<file path="config.mk">
export PLATFORM = sky130hd
export DESIGN_NAME = fetch_sequencer
export DESIGN_NICKNAME = d
export VERILOG_FILES = /design/src/rtl/fetch_sequencer.sv
export SDC_FILE = /design/constraint.sdc
export NUM_CORES = 1
export LEC_CHECK = 0
export CORE_MARGIN = 2
export CORE_UTILIZATION = 58
export CTS_BUF_LIST = sky130_fd_sc_hd__clkbuf_8
export DETAILED_ROUTE_END_ITERATION = 8
export PLACE_DENSITY = 0.95
export SETUP_SLACK_MARGIN = 0.1
export SYNTH_ARGS = -nofsm -noshare
export SYNTH_HDL_FRONTEND = slang
export SYNTH_SLANG_ARGS = --single-unit
</file>
<file path="constraint.sdc">
create_clock -name iCLOCK -period 5.9 [get_ports iCLOCK]
set_input_delay 1.18 -clock iCLOCK [delete_from_list [all_inputs] [get_ports iCLOCK]]
set_output_delay 1.18 -clock iCLOCK [all_outputs]
set_load 0.005 [all_outputs]
</file>
<file path="src/rtl/fetch_sequencer.sv">
// fetch_sequencer: instruction-fetch front end. Issues sequential word fetches
// to the memory/MMU port, tracks up to MAX_OUTSTANDING in-flight requests,
// and forwards in-order responses (with PC and MMU status) to the loop buffer.
//
// State | meaning
// ------+------------------------------------------------------------
// RUN   | issuing requests whenever credit and the loop buffer allow
// STOP  | loop buffer asked to stop; resume when both stop/lock drop
// FAULT | page fault seen (or misaligned redirect); wait for refresh
//
// Optional build macro MIST1032ISA_FETCH_ALIGN_CHECK_EN: a refresh target with
// nonzero low bits produces a single faulting entry instead of a fetch.
// Without it the low two bits of the target are simply cleared.
module fetch_sequencer #(
  parameter logic [31:0] RESET_PC        = 32'h0000_0000,
  parameter int          MAX_OUTSTANDING = 4
) (
  input  logic        iCLOCK,
  input  logic        inRESET,
  input  logic        iFREE_REFRESH,
  input  logic [31:0] iFREE_BRANCH_PC,
  input  logic        iSYSREG_PAGING_ENA,
  input  logic        iSYSREG_KERNEL,
  output logic        oMEM_REQ,
  output logic [31:0] oMEM_ADDR,
  input  logic        iMEM_LOCK,
  input  logic        iMEM_VALID,
  input  logic [31:0] iMEM_DATA,
  input  logic        iMEM_PAGEFAULT,
  input  logic [13:0] iMEM_MMU_FLAGS,
  output logic        oNEXT_INST_VALID,
  output logic        oNEXT_PAGEFAULT,
  output logic        oNEXT_PAGING_ENA,
  output logic        oNEXT_KERNEL_ACCESS,
  output logic        oNEXT_BRANCH_PREDICT,
  output logic [13:0] oNEXT_MMU_FLAGS,
  output logic [31:0] oNEXT_INST,
  output logic [31:0] oNEXT_PC,
  input  logic        iNEXT_FETCH_STOP,
  input  logic        iNEXT_LOCK
);

  localparam int CNT_W = $clog2(MAX_OUTSTANDING + 1);
  localparam int PTR_W = $clog2(MAX_OUTSTANDING);

  typedef enum logic [1:0] {
    RUN        = 2'd0,
    STOP       = 2'd1,
    FAULT_HOLD = 2'd2
  } state_t;

  state_t             state;
  state_t             stateNext;
  logic [31:0]        pcReg;
  logic [CNT_W-1:0]   outstanding;
  logic [CNT_W-1:0]   discard;
  logic [PTR_W-1:0]   wrPtr;
  logic [PTR_W-1:0]   rdPtr;
  logic [31:0]        qPc     [MAX_OUTSTANDING];
  logic               qPaging [MAX_OUTSTANDING];
  logic               qKernel [MAX_OUTSTANDING];

  logic               memReq;
  logic               accept;
  logic               respKeep;
  logic               respDrop;
  logic               alignFault;
  logic [31:0]        refreshTarget;

  // Ring-buffer pointer advance; depth need not be a power of two.
  function automatic logic [PTR_W-1:0] ptrInc(input logic [PTR_W-1:0] p);
    return (p == PTR_W'(MAX_OUTSTANDING - 1)) ? '0 : p + 1'b1;
  endfunction

  assign accept        = memReq && !iMEM_LOCK;
  assign respKeep      = iMEM_VALID && (discard == '0);
  assign respDrop      = iMEM_VALID && (discard != '0);
  assign refreshTarget = iFREE_BRANCH_PC & 32'hFFFF_FFFC;

`ifdef MIST1032ISA_FETCH_ALIGN_CHECK_EN
  assign alignFault = iFREE_REFRESH && (iFREE_BRANCH_PC[1:0] != 2'b00);
`else
  assign alignFault = 1'b0;
`endif

  assign oNEXT_BRANCH_PREDICT = 1'b0;

  // FSM state register.
  always_ff @(posedge iCLOCK or negedge inRESET) begin
    if (!inRESET) begin
      state <= RUN;
    end else begin
      state <= stateNext;
    end
  end

  // FSM next state: refresh beats a fault, a fault beats stop/resume.
  always_comb begin
    stateNext = state;
    if (iFREE_REFRESH) begin
      stateNext = alignFault ? FAULT_HOLD : RUN;
    end else if (respKeep && iMEM_PAGEFAULT) begin
      stateNext = FAULT_HOLD;
    end else begin
      case (state)
        RUN: begin
          if (iNEXT_FETCH_STOP || iNEXT_LOCK) begin
            stateNext = STOP;
          end
        end
        STOP: begin
          if (!iNEXT_FETCH_STOP && !iNEXT_LOCK) begin
            stateNext = RUN;
          end
        end
        FAULT_HOLD: begin
          stateNext = FAULT_HOLD;
        end
        default: begin
          stateNext = RUN;
        end
      endcase
    end
  end

  // FSM outputs: request is combinational so stop/refresh suppress it at once.
  always_comb begin
    memReq = inRESET && (state == RUN) &&
             (outstanding < CNT_W'(MAX_OUTSTANDING)) &&
             !iNEXT_FETCH_STOP && !iNEXT_LOCK && !iFREE_REFRESH;
    oMEM_REQ  = memReq;
    oMEM_ADDR = pcReg;
  end

  // Fetch PC: redirect on refresh, otherwise advance on each accepted request.
  always_ff @(posedge iCLOCK or negedge inRESET) begin
    if (!inRESET) begin
      pcReg <= RESET_PC;
    end else if (iFREE_REFRESH) begin
      pcReg <= refreshTarget;
    end else if (accept) begin
      pcReg <= pcReg + 32'd4;
    end
  end

  // In-flight accounting. Every response retires one outstanding request;
  // on refresh everything still in flight becomes a response to drop.
  always_ff @(posedge iCLOCK or negedge inRESET) begin
    if (!inRESET) begin
      outstanding <= '0;
      discard     <= '0;
    end else begin
      outstanding <= outstanding + CNT_W'(accept) - CNT_W'(iMEM_VALID);
      if (iFREE_REFRESH) begin
        discard <= outstanding + CNT_W'(accept) - CNT_W'(iMEM_VALID);
      end else if (respDrop) begin
        discard <= discard - 1'b1;
      end
    end
  end

  // PC queue: holds {pc, paging, kernel} for live requests only.
  always_ff @(posedge iCLOCK or negedge inRESET) begin
    if (!inRESET) begin
      wrPtr <= '0;
      rdPtr <= '0;
      for (int i = 0; i < MAX_OUTSTANDING; i++) begin
        qPc[i]     <= '0;
        qPaging[i] <= 1'b0;
        qKernel[i] <= 1'b0;
      end
    end else if (iFREE_REFRESH) begin
      wrPtr <= '0;
      rdPtr <= '0;
    end else begin
      if (accept) begin
        qPc[wrPtr]     <= pcReg;
        qPaging[wrPtr] <= iSYSREG_PAGING_ENA;
        qKernel[wrPtr] <= iSYSREG_KERNEL;
        wrPtr          <= ptrInc(wrPtr);
      end
      if (respKeep) begin
        rdPtr <= ptrInc(rdPtr);
      end
    end
  end

  // Loop-buffer entry register: one-cycle pulse per kept response.
  always_ff @(posedge iCLOCK or negedge inRESET) begin
    if (!inRESET) begin
      oNEXT_INST_VALID    <= 1'b0;
      oNEXT_PAGEFAULT     <= 1'b0;
      oNEXT_PAGING_ENA    <= 1'b0;
      oNEXT_KERNEL_ACCESS <= 1'b0;
      oNEXT_MMU_FLAGS     <= '0;
      oNEXT_INST          <= '0;
      oNEXT_PC            <= '0;
    end else begin
      oNEXT_INST_VALID <= 1'b0;
      if (iFREE_REFRESH) begin
        if (alignFault) begin
          // Misaligned target reported as a faulting entry at the raw address.
          oNEXT_INST_VALID    <= 1'b1;
          oNEXT_PAGEFAULT     <= 1'b1;
          oNEXT_PAGING_ENA    <= iSYSREG_PAGING_ENA;
          oNEXT_KERNEL_ACCESS <= iSYSREG_KERNEL;
          oNEXT_MMU_FLAGS     <= '0;
          oNEXT_INST          <= '0;
          oNEXT_PC            <= iFREE_BRANCH_PC;
        end
      end else if (respKeep) begin
        oNEXT_INST_VALID    <= 1'b1;
        oNEXT_PAGEFAULT     <= iMEM_PAGEFAULT;
        oNEXT_PAGING_ENA    <= qPaging[rdPtr];
        oNEXT_KERNEL_ACCESS <= qKernel[rdPtr];
        oNEXT_MMU_FLAGS     <= iMEM_MMU_FLAGS;
        oNEXT_INST          <= iMEM_DATA;
        oNEXT_PC            <= qPc[rdPtr];
      end
    end
  end

endmodule
</file>
==> metrics.txt <==
CTS root buffer clkbuf_8; Slew @ Worst Pin 1.11 ns; Fillers 1,135; Post-Syn Instances 803; Clk network pwr share 28.2%; starting density of the core 58.8%; Placed Instances 1,191; multi-input logic area 4420 um2; Worst Path Buf+Inv 4; final worst path period need 4.20 ns; WP data arrival 4.60 ns; number of enable flip-flop cells after synthesis 0; vias 7,548; Req. time, crit path 6.30 ns; TritonCTS Sinks 250; WL met2 13,200 um; CP startpoint iFREE_REFRESH; sequential share of power 45.5%; final number of setup-violating endpoints 0; layout cell share with drive strength beyond 1 29.9%; TritonCTS Buffers 41; Post-CTS Hold Buffers 0; leak pwr 6.36 nW; Congestion Overflow GR 0; Clock Path Buffers 3; Layout area overhead 26.5%; r2r setup slk 2.35 ns; core box area 18,600 um2; WL met3 2170 um; port bufs 196; Routed Antenna Nets 0; clk_lat worst skew 0.54 ns; slowest CP cell clkdlybuf4s50_1; RSZ-0062 raised after global routing no; reg2reg start outstanding[2]; final worst-path cycle share 71.1%; CP Max Fanout 29; Seq cells post-synth 250; Worst Setup EP discard[2]; synthesized area per cell 13.7 um2; synth top area cells dfrtp_1 (57%), mux2_2 (20%), mux4_2 (6.6%), nand2_1 (2.0%), o21ai_0 (1.4%); startpoint type of the worst setup path input pin; Pint 3.67 mW; Final Instance Area 13,900 um2; Slew Viols, Final 0; WP depth 13; TNS Setup 0 ns; Detailed Place HPWL 17,200 um; failing checks design-rule violations; M1 WL 10,600 um; post-CTS sizing 0; async set-reset flop share out of synthesis 100%; ys flop type dfrtp_1; top routing layer in use met4; fin nets 1,099; width of the die 141 um; GRT Total Usage 27.0%; Setup CP Type input pin to register; worst r2r dst discard[2]; post-synthesis sequential area ratio 57.1%; drt total wl 26,700 um; Rows 50; hold_ws 0.470 ns; Initial DRT Pass Iterations 7; wire per inst 21.1 um; CP Capture Type register; # H-tree levels 2; mean number of vias per cell 5.98; VDD IR-drop max 154 uV; FMAX 238 MHz; CTS tree built; Pwr Density 360 nW/um2; final hold violations 0; synth warn 0; MaxCap Viol Count 0; Die ar. 20,000 um2; worst hold path class register to register; initial antenna violation count 1; die height 141 um; Synth top area share 57.1%; clock slew at reported path FFs 0.06 ns; status finished with violations; part of the power in combinational logic 26.3%; critical path's largest stage delay 0.51 ns; vias in the first global route 7,679; dpl cell area 13,100 um2; total power 4.99 mW; FF-to-FF path depth 12; fin cells 1,263; GP Congestion 0.849; NetSw 1.32 mW; family with the most delay on the worst path buffers and inverters; leading area contributor after synthesis dfrtp_1; Iteration-0 DRC Markers 669; library cells used by synthesis 47; Sequential Area 6260 um2; Netlist Area Pre-Place 11,000 um2; skew final 0.0294 ns; first-pass GRT wire length 42,100 um; Slew HR 25.4%; postcts setup bufs 0; CP cell instances clkdlybuf4s50_1 > or4_4 > nor3_2 > buf_4 > inv_1 > ha_1 > inv_1 > ha_1 > fa_1 > xor2_1 > xnor2_1 > nand2_1 > o21ai_0; post-route DRC violation count 1; largest net degree at the start of global routing 188; switching share of power 26.5%; IO Pins 204
## power by group through the flow
| stage | Sequential (mW) | Clock [mW] | Combinational [mW] |
|---|---|---|---|
| after global routing | 2.31 | 1.53 | 1.41 |
| after detailed placement | 2.30 | 0 | 1.31 |
| after floorplan | 2.26 | 0 | 0.599 |
| after global placement | 2.27 | 0 | 1.27 |
| after CTS | 2.28 | 1.44 | 1.33 |
| final | 2.27 | 1.41 | 1.31 |
## worst min path at each step
stage	start	endpoint	slack (ns)	depth (start not counted)
final	state[1]	state[0]	0.47	1
after global routing	qPc[45]	qPc[45]	0.51	1
after CTS	state[1]	state[0]	0.47	1
after detailed placement	state[1]	state[0]	0.46	1
after global placement	state[1]	state[0]	0.45	1
after floorplan	state[1]	state[0]	0.43	1
## logic make-up after synthesis
logic type | synth area share [%]
mux | 27.2
simple gates | 6.80
flops | 57.1
xor+xnor | 0.320
other cells | 0.0342
buf+inv | 2.78
compound gates | 4.47
fa+ha+maj | 1.32
## layout by cell type, fill, tap and decap left out, types with 3 or more instances in the layout
cell type and n:
a21oi_1 16, a31o_2 4, a31oi_1 5, and3_1 5, buf_4 11, clkbuf_8 50, clkdlybuf4s50_1 195, conb_1 5
dfrtp_1 249, ha_1 10, inv_1 32, mux2_2 199, mux4_2 32, nand2_1 57, nand2b_1 3, nand3_1 25
nand4_1 12, nor2_1 20, nor3_1 7, nor4_1 5, o211ai_1 8, o21ai_0 31, o311ai_0 5, or4_1 5
## worst register-to-register path, cell delays in order, from the launching register on
cell and delay [ns]:
dfrtp_1 0.43, or3b_2 0.53, nor3_2 0.18, buf_4 0.26, inv_1 0.46, ha_1 0.48, inv_1 0.04, ha_1 0.18
fa_1 0.40, xor2_1 0.17, xnor2_1 0.14, nand2_1 0.07, o21ai_0 0.08
## cell usage after synthesis, drive strengths merged, types with 3 or more instances
| master | number |
|---|---|
| buf | 18 |
| or4 | 6 |
| inv | 14 |
| o21ai | 31 |
| a31o | 4 |
| nand3 | 25 |
| nor4 | 5 |
| o311ai | 5 |
| a21oi | 16 |
| dfrtp | 250 |
| nor2 | 21 |
| a31oi | 5 |
| mux4 | 32 |
| clkbuf | 40 |
| nor3 | 8 |
| nand2b | 3 |
| ha | 10 |
| nand2 | 57 |
| o211ai | 8 |
| and3 | 5 |
| nand4 | 12 |
| mux2 | 199 |
## layout make-up
| type | count | share of cell area [%] |
|---|---|---|
| repair buffers | 208 | 14.9 |
| diodes | 1 | 0.0180 |
| well taps | 234 | 2.11 |
| clock buffers | 50 | 4.96 |
| flip-flops and latches | 250 | 45.1 |
| inverters | 14 | 0.379 |
| multi-input cells | 485 | 31.9 |
| clock inverters | 21 | 0.613 |
## sequential cells by signal, indices dropped and copies added, names as in the netlist, 2 cells and up
name	flops
outstanding	3
state	2
wrPtr	2
oNEXT_INST	32
rdPtr	2
discard	3
qPaging	4
oNEXT_MMU_FLAGS	14
qPc	120
qKernel	4
oNEXT_PC	30
oMEM_ADDR	30
## per-layer routing
metal,track usage (%),vias to the layer above
li1,-,3323
met2,44.2,376
met4,10.4,0
met3,6.68,50
met1,35.4,3799
met5,0,-
## metrics by stage
| stage | worst slack (ns) | util (%) |
|---|---|---|
| 6_report | 1.70 | 74.4 |
| 5_1_grt | 1.52 | 74.4 |
| 4_1_cts | 1.78 | 74.4 |
| 3_5_place_dp | 1.22 | 70.2 |
| 3_3_place_gp | 1.32 | 70.2 |
| 2_1_floorplan | 1.97 | - |
(Power assumes the default switching activity.)
